--- src/rtl/classify_pkg.sv ---
// Shared types and constants for the green-object classification sequencer:
// FSM states, result codes and the per-channel green window.
package classify_pkg;

  typedef enum logic [2:0] {
    ST_IDLE   = 3'd0,
    ST_READ   = 3'd1,
    ST_DRAIN  = 3'd2,
    ST_SCAN   = 3'd3,
    ST_DECIDE = 3'd4,
    ST_DONE   = 3'd5
  } state_t;

  localparam logic [1:0] RES_NONE  = 2'b00;
  localparam logic [1:0] RES_LEFT  = 2'b01;
  localparam logic [1:0] RES_SHAPE = 2'b10;

  // Bounds are 9 bits wide so an upper bound of 255 is an ordinary compare.
  localparam logic [8:0] LO0 = 9'd18;
  localparam logic [8:0] HI0 = 9'd43;
  localparam logic [8:0] LO1 = 9'd25;
  localparam logic [8:0] HI1 = 9'd255;
  localparam logic [8:0] LO2 = 9'd25;
  localparam logic [8:0] HI2 = 9'd255;

  function automatic logic in_range(input logic [7:0] v, input logic [8:0] lo,
                                    input logic [8:0] hi);
    return ({1'b0, v} >= lo) && ({1'b0, v} <= hi);
  endfunction

  function automatic logic is_green(input logic [7:0] c0, input logic [7:0] c1,
                                    input logic [7:0] c2);
    return in_range(c0, LO0, HI0) && in_range(c1, LO1, HI1) && in_range(c2, LO2, HI2);
  endfunction

endpackage

--- src/rtl/green_pixel_test.sv ---
// Collects the byte stream of one pixel and, on the ch2 byte, presents the
// green decision together with the pixel's row/column.
module green_pixel_test
  import classify_pkg::*;
#(
  parameter int WIDTH  = 30,
  parameter int HEIGHT = 20,
  parameter int DEPTH  = 3,
  parameter int COL_W  = 5,
  parameter int ROW_W  = 5
) (
  input  logic             clk,
  input  logic             rst_n,
  input  logic             i_clr,
  input  logic             i_valid,
  input  logic [7:0]       i_data,
  output logic             o_valid,
  output logic             o_green,
  output logic [ROW_W-1:0] o_row,
  output logic [COL_W-1:0] o_col
);

  localparam int CH_W = (DEPTH > 1) ? $clog2(DEPTH) : 1;

  logic [CH_W-1:0]  r_ch;
  logic [COL_W-1:0] r_col;
  logic [ROW_W-1:0] r_row;
  logic [7:0]       r_ch0;
  logic [7:0]       r_ch1;
  logic             w_last_ch;

  assign w_last_ch = (r_ch == CH_W'(DEPTH - 1));

  always_ff @(posedge clk or negedge rst_n) begin
    if (!rst_n) begin
      r_ch  <= '0;
      r_col <= '0;
      r_row <= '0;
      r_ch0 <= '0;
      r_ch1 <= '0;
    end else if (i_clr) begin
      r_ch  <= '0;
      r_col <= '0;
      r_row <= '0;
    end else if (i_valid) begin
      if (r_ch == CH_W'(0)) r_ch0 <= i_data;
      if (r_ch == CH_W'(1)) r_ch1 <= i_data;
      if (w_last_ch) begin
        r_ch <= '0;
        if (r_col == COL_W'(WIDTH - 1)) begin
          r_col <= '0;
          r_row <= (r_row == ROW_W'(HEIGHT - 1)) ? '0 : r_row + ROW_W'(1);
        end else begin
          r_col <= r_col + COL_W'(1);
        end
      end else begin
        r_ch <= r_ch + CH_W'(1);
      end
    end
  end

  // ch2 is judged straight off the read port so the mask write lands on its capture edge.
  assign o_valid = i_valid && w_last_ch;
  assign o_green = is_green(r_ch0, r_ch1, i_data);
  assign o_row   = r_row;
  assign o_col   = r_col;

endmodule

--- src/rtl/classify_sequencer.sv ---
// Reads the RGB frame buffer, builds a green mask and classifies it into a 2-bit
// result. Optional stat_* outputs are enabled by defining CLASSIFY_STATS_EN.
module classify_sequencer
  import classify_pkg::*;
#(
  parameter int HEIGHT       = 20,
  parameter int WIDTH        = 30,
  parameter int DEPTH        = 3,
  parameter int LEFT_COLS    = 12,
  parameter int SHIFT        = 2,
  parameter int LEFT_THRESH  = 120,
  parameter int TRANS_TARGET = 4
) (
  input  logic        fpga_clk,
  input  logic        rst_n,
  input  logic        start,
  input  logic        img_ready,
  output logic        rd_en,
  output logic [10:0] rd_addr,
  input  logic [7:0]  rd_data,
  output logic        busy,
  output logic        done,
  output logic [1:0]  result
`ifdef CLASSIFY_STATS_EN
  ,
  output logic [9:0]  stat_total,
  output logic [9:0]  stat_left,
  output logic [4:0]  stat_leftmost,
  output logic [4:0]  stat_trans
`endif
);

  localparam int N     = HEIGHT * WIDTH * DEPTH;
  localparam int COL_W = $clog2(WIDTH + 1);
  localparam int ROW_W = $clog2(HEIGHT);

  state_t           r_state;
  logic             r_rd_en;
  logic             r_rd_en_d;
  logic [10:0]      r_rd_addr;
  logic             r_busy;
  logic             r_done;
  logic [1:0]       r_result;
  logic [9:0]       r_total;
  logic [9:0]       r_left;
  logic [COL_W-1:0] r_leftmost;
  logic [4:0]       r_trans;
  logic [ROW_W-1:0] r_scan_row;
  logic [WIDTH-1:0] r_mask [HEIGHT];

  logic             w_accept;
  logic             w_pix_valid;
  logic             w_pix_green;
  logic [ROW_W-1:0] w_pix_row;
  logic [COL_W-1:0] w_pix_col;
  logic [WIDTH-1:0]   w_scan_row;
  logic [2*WIDTH-1:0] w_row_pad;
  logic [COL_W:0]     w_idx_a;
  logic [COL_W:0]     w_idx_b;
  logic               w_diff;

  assign w_accept = (r_state == ST_IDLE) && start && img_ready;

  green_pixel_test #(
    .WIDTH (WIDTH),
    .HEIGHT(HEIGHT),
    .DEPTH (DEPTH),
    .COL_W (COL_W),
    .ROW_W (ROW_W)
  ) u_green (
    .clk    (fpga_clk),
    .rst_n  (rst_n),
    .i_clr  (w_accept),
    .i_valid(r_rd_en_d),
    .i_data (rd_data),
    .o_valid(w_pix_valid),
    .o_green(w_pix_green),
    .o_row  (w_pix_row),
    .o_col  (w_pix_col)
  );

  // Zero padding above WIDTH makes leftmost+SHIFT past the edge read as 0.
  assign w_scan_row = r_mask[r_scan_row];
  assign w_row_pad  = {{WIDTH{1'b0}}, w_scan_row};
  assign w_idx_a    = {1'b0, r_leftmost};
  assign w_idx_b    = w_idx_a + (COL_W + 1)'(SHIFT);
  assign w_diff     = (r_leftmost != COL_W'(WIDTH)) && (w_row_pad[w_idx_a] != w_row_pad[w_idx_b]);

  always_ff @(posedge fpga_clk or negedge rst_n) begin
    if (!rst_n) begin
      for (int r = 0; r < HEIGHT; r++) r_mask[r] <= '0;
    end else if (w_pix_valid) begin
      r_mask[w_pix_row][w_pix_col] <= w_pix_green;
    end
  end

  always_ff @(posedge fpga_clk or negedge rst_n) begin
    if (!rst_n) begin
      r_state    <= ST_IDLE;
      r_rd_en    <= 1'b0;
      r_rd_en_d  <= 1'b0;
      r_rd_addr  <= '0;
      r_busy     <= 1'b0;
      r_done     <= 1'b0;
      r_result   <= RES_NONE;
      r_total    <= '0;
      r_left     <= '0;
      r_leftmost <= COL_W'(WIDTH);
      r_trans    <= '0;
      r_scan_row <= '0;
    end else begin
      r_rd_en_d <= r_rd_en;
      r_done    <= 1'b0;

      if (w_pix_valid && w_pix_green) begin
        r_total <= r_total + 10'd1;
        if (w_pix_col < COL_W'(LEFT_COLS)) r_left <= r_left + 10'd1;
        if (w_pix_col < r_leftmost) r_leftmost <= w_pix_col;
      end

      case (r_state)
        ST_IDLE: begin
          if (w_accept) begin
            r_state    <= ST_READ;
            r_busy     <= 1'b1;
            r_rd_en    <= 1'b1;
            r_rd_addr  <= '0;
            r_total    <= '0;
            r_left     <= '0;
            r_leftmost <= COL_W'(WIDTH);
            r_trans    <= '0;
            r_scan_row <= '0;
          end
        end
        ST_READ: begin
          if (r_rd_addr == 11'(N - 1)) begin
            r_rd_en   <= 1'b0;
            r_rd_addr <= '0;
            r_state   <= ST_DRAIN;
          end else begin
            r_rd_addr <= r_rd_addr + 11'd1;
          end
        end
        ST_DRAIN: r_state <= ST_SCAN;
        ST_SCAN: begin
          r_trans <= r_trans + {4'd0, w_diff};
          if (r_scan_row == ROW_W'(HEIGHT - 3)) begin
            r_scan_row <= '0;
            r_state    <= ST_DECIDE;
          end else begin
            r_scan_row <= r_scan_row + ROW_W'(1);
          end
        end
        ST_DECIDE: begin
          if (r_trans == 5'(TRANS_TARGET))     r_result <= RES_SHAPE;
          else if (r_left > 10'(LEFT_THRESH))  r_result <= RES_LEFT;
          else                                 r_result <= RES_NONE;
          r_state <= ST_DONE;
        end
        ST_DONE: begin
          r_done  <= 1'b1;
          r_busy  <= 1'b0;
          r_state <= ST_IDLE;
        end
        default: r_state <= ST_IDLE;
      endcase
    end
  end

  assign rd_en   = r_rd_en;
  assign rd_addr = r_rd_addr;
  assign busy    = r_busy;
  assign done    = r_done;
  assign result  = r_result;

`ifdef CLASSIFY_STATS_EN
  logic [9:0] r_stat_total;
  logic [9:0] r_stat_left;
  logic [4:0] r_stat_leftmost;
  logic [4:0] r_stat_trans;

  always_ff @(posedge fpga_clk or negedge rst_n) begin
    if (!rst_n) begin
      r_stat_total    <= '0;
      r_stat_left     <= '0;
      r_stat_leftmost <= '0;
      r_stat_trans    <= '0;
    end else if (r_state == ST_DECIDE) begin
      r_stat_total    <= r_total;
      r_stat_left     <= r_left;
      r_stat_leftmost <= 5'(r_leftmost);
      r_stat_trans    <= r_trans;
    end
  end

  assign stat_total    = r_stat_total;
  assign stat_left     = r_stat_left;
  assign stat_leftmost = r_stat_leftmost;
  assign stat_trans    = r_stat_trans;
`endif

endmodule

--- config.mk ---
export PLATFORM = sky130hd
export DESIGN_NAME = classify_sequencer
export DESIGN_NICKNAME = d
export VERILOG_FILES = /design/src/rtl/classify_pkg.sv /design/src/rtl/green_pixel_test.sv /design/src/rtl/classify_sequencer.sv
export SDC_FILE = /design/constraint.sdc
export NUM_CORES = 1
export LEC_CHECK = 0
export ABC_AREA = 1
export BUFFER_PORTS_ARGS = -buffer_cell sky130_fd_sc_hd__buf_2
export CORE_MARGIN = 1.5
export CORE_UTILIZATION = 45
export CTS_CLUSTER_SIZE = 40
export DETAILED_ROUTE_END_ITERATION = 10
export MAX_ROUTING_LAYER = met4
export PLACE_DENSITY = 0.57
export SLEW_MARGIN = 40
export SYNTH_ARGS = -nofsm -noshare
export SYNTH_HDL_FRONTEND = slang
export SYNTH_SLANG_ARGS = --single-unit
--- constraint.sdc ---
create_clock -name fpga_clk -period 3.6 [get_ports fpga_clk]
set_clock_uncertainty 0.2 [all_clocks]
set_input_delay 0.36 -clock fpga_clk [delete_from_list [all_inputs] [get_ports fpga_clk]]
set_output_delay 0.36 -clock fpga_clk [all_outputs]
set_load 0.01 [all_outputs]
==> flow_summary_export.csv <==
group,metric,value,unit
run_status,status,"finished, final reports clean",
logic_synthesis,synth_cell_types,39,
worst_setup_path,startpoint_type,"register",
clocking,numCtsBuffers,76,
sta,max_freq,284,MHz
logic_synthesis,yosysTopAreaCellShare,48.3,%
power,p_leak,17.6,nW
clocking,clk_latency,0.63,ns
clocking,clockBufferDepth,3,
layout,n_antenna_cell,0,
layout,final_util,52.5,%
placed_design,place_area,36900,um^2
detailed_routing,ant_nets,0,
min_path,hp-class,"in2async",
sta,rsz0062_at_grt,"yes",
placed_design,dp_worst_setup_slack,-0.280,ns
global_routing,grt_max_degree,177,
logic_synthesis,synth_seq_area_share,48.6,%
detailed_routing,vias_per_cell,5.68,
logic_synthesis,syn_inst,4488,
global_routing,grt_pass1_wl,174000,um
floorplanning,core.rowCount,101,
logic_synthesis,netlist_area,34600,um^2
worst_setup_path,crit_path_end_kind,"register",
logic_synthesis,synth_top_cell_by_area,"dfrtp_1",
detailed_routing,drt-pass1-iter-count,6,
placed_design,hpwl,66100,um
layout,regArea,16800,um^2
clocking,cts.clk_slew.worst_paths,0.06,ns
worst_setup_path,cp.required,3.89,ns
detailed_routing,wl,112000,um
global_routing,grtUsageTotal,29.2,%
detailed_routing,wl_per_cell,20.3,um
sta,period_share,97.9,%
worst_setup_path,path_class,"reg2reg",
logic_synthesis,ys_ff_latch,672,
run,drv_cap,0,
sta,setup_ws,0.0750,ns
logic_synthesis,yosysWarnings,0,
floorplanning,fp.dieW,280,um
logic_synthesis,syn_area_per_cell,7.72,um^2
floorplanning,coreArea,76100,um^2
layout,stdcell_area,40000,um^2
clocking,cts_root_buffer,"clkbuf_16",
sta,slew_viol_final,0,
layout,fill_cells,7362,
global_routing,grt_pass1_vias,28800,
floorplanning,ios,28,
power,ir_drop,406,uV
clocking,cts_sinks,672,
worst_setup_path,cp.arrival,3.81,ns
sta,hold_violations,0,
power,power_density,705,nW/um^2
sta,worst_pin_slew,0.824,ns
sta,tns,0,ns
clocking,htreeDepth,3,
layout,drive_gt1_share,11.0,%
layout,synthToLayoutAreaGrowth,15.4,%
worst_setup_path,cp_max_fo,9,
logic_synthesis,ys_top_cells_by_area,"dfrtp_1 (48%), a31oi_1 (10%), nand2_1 (9.4%), a21oi_1 (9.0%), nor2_1 (4.5%)",
layout,layout.nets,4442,
global_routing,overflow,0,
layout,multi_input_area,14800,um^2
logic_synthesis,syn-num-nets,4520,
clocking,cts_tree,"done",
placed_design,io_buffers,27,
detailed_routing,drt_iter0_markers,3226,
global_routing,antenna_found_initial,0,
floorplanning,die_y,280,um
sta,hold-worst-slack,0.169,ns
placed_design,gp_congestion,0.889,
detailed_routing,vias,31200,
sta,slew_headroom,44.9,%
detailed_routing,drcViolationCount,0,
sta,setup_viol_count_final,0,
floorplanning,initial_utilization,45.5,%
sta,finalCriticalPeriod,3.52,ns
floorplanning,die_area,78700,um^2
-- area by class of cell --
class                      count  share of cell area, %
timing repair inverter         1                 0.0282
inverter                     396                   3.82
multi-input combinational   2994                   37.1
tap                         1030                   3.22
clock inverter                23                  0.498
timing repair buffer         269                   7.63
clock buffer                 109                   5.58
sequential                   672                   42.1
-- through the flow --
stage	std cells	total power, W
after CTS	5489	0.0279
after floorplan	4488	0.0149
after global routing	5494	0.0297
final	5494	0.0282
after detailed placement	5336	0.0195
after global placement	5335	0.0195
-- cell families (layout without fill, tap and decap cells) --
family | Yosys count | count (layout) | share of synthesized area (%)
simple gates | 1492 | 1492 | 17.0
compound gates | 1472 | 1472 | 23.6
flops | 672 | 672 | 48.6
xor+xnor | 10 | 10 | 0.253
fa+ha+maj | 20 | 20 | 0.722
buf+inv | 822 | 798 | 9.85
-- layer usage --
layer | vias up | wire length (um) | GRT usage (%)
met4 | 0 | 3520 | 9.11
met5 | - | 0 | -
met3 | 203 | 6410 | 3.62
met1 | 15000 | 52000 | 41.4
li1 | 15000 | - | -
met2 | 972 | 49800 | 43.6
-- layout by cell type (no fill, tap or decap), types with 63 or more instances in the layout --
| cell | count |
|---|---|
| a31oi_1 | 568 |
| dfrtp_1 | 666 |
| nand2_1 | 848 |
| o21ai_1 | 66 |
| o21ai_0 | 147 |
| clkbuf_16 | 81 |
| inv_1 | 378 |
| nor2_1 | 365 |
| buf_12 | 63 |
| a21oi_1 | 622 |
| buf_4 | 149 |
| nand3_1 | 136 |
-- cell usage after synthesis, drive strengths merged --
master and count:
a2111oi 1, nor4 5, buf 175, o21ai 224, ha 20, dfstp 4
dfrtp 668, o31ai 3, clkbuf 251, nor2 421, o22ai 38, a21oi 624
nand3b 1, xor2 9, a21boi 1, nand2 869, a211oi 1, inv 387
nand3 138, o32ai 1, o21a 2, nor3b 2, clkinv 9, nor3 46
a31oi 568, xnor2 1, a22o 2, o211ai 6, nand4 10, o311ai 1
-- worst paths after layout --
| kind | start | endpoint | slack (ns) | cells after the start |
|---|---|---|---|---|
| min in group fpga_clk | rd_en$_DFFE_PN0P_ | r_rd_en_d$_DFF_PN0_ | 0.23 | 0 |
| max in group asynchronous | rst_n | r_mask[497]$_DFFE_PN0P_ | 1.94 | 3 |
| worst max-delay path | r_scan_row[0]$_DFFE_PN0P_ | r_trans[4]$_DFFE_PN0P_ | 0.08 | 25 |
| worst min-delay path | rst_n | r_left[8]$_DFF_PN0_ | 0.17 | 2 |
| worst max register to register | r_scan_row[0]$_DFFE_PN0P_ | r_trans[4]$_DFFE_PN0P_ | 0.08 | 25 |
| worst min register to register | rd_en$_DFFE_PN0P_ | r_rd_en_d$_DFF_PN0_ | 0.23 | 0 |
-- flip-flops by register name, indices dropped and copies added, names as in the netlist --
name and count:
u_green.o_col 5, done 1, u_green.r_ch 2, r_leftmost 5, r_state 3, r_trans 5, result 2, busy 1
r_scan_row 5, r_left 10, rd_addr 11, r_rd_en_d 1, rd_en 1, u_green.r_ch1 8, u_green.r_ch0 7, r_mask 600
u_green.o_row 5
-- critical path: stages, from the launching register on --
cell	delay [ns]
dfrtp_4	0.50
buf_12	0.17
buf_6	0.13
buf_16	0.15
clkbuf_16	0.16
o211ai_1	0.18
nand2_1	0.08
nand2_1	0.06
nand2_1	0.06
o21ai_2	0.13
nand2_1	0.09
nand2_4	0.11
nor2_1	0.05
nor2_1	0.10
nand2_1	0.07
nand3_1	0.07
nand2_1	0.06
nand2_2	0.08
nor2_2	0.05
nor2_4	0.19
ha_4	0.18
ha_4	0.13
nand2_2	0.06
nor2_2	0.09
xor2_1	0.14
o22ai_1	0.08
-- report_power, final --
part	leakage, nW	total [W]	internal (W)	switching [W]
clock network	1.21	0.00773	0.00451	0.00323
logic	10.2	0.0122	0.00405	0.00812
registers	6.21	0.00826	0.00792	0.000336
total	17.6	0.0282	0.0165	0.0117
-- repair_timing --
| action | CTS | global route |
|---|---|---|
| resized for setup | 35 | 51 |
| hold buffers | 9 | 0 |
| buffers inserted | 7 | 2 |
| endpoints found under the hold margin | 77 | 0 |
| cloned | 6 | 2 |
| pin swaps | 11 | 24 |
| setup endpoints to repair | 4 | 4 |
(Power assumes the default switching activity.)
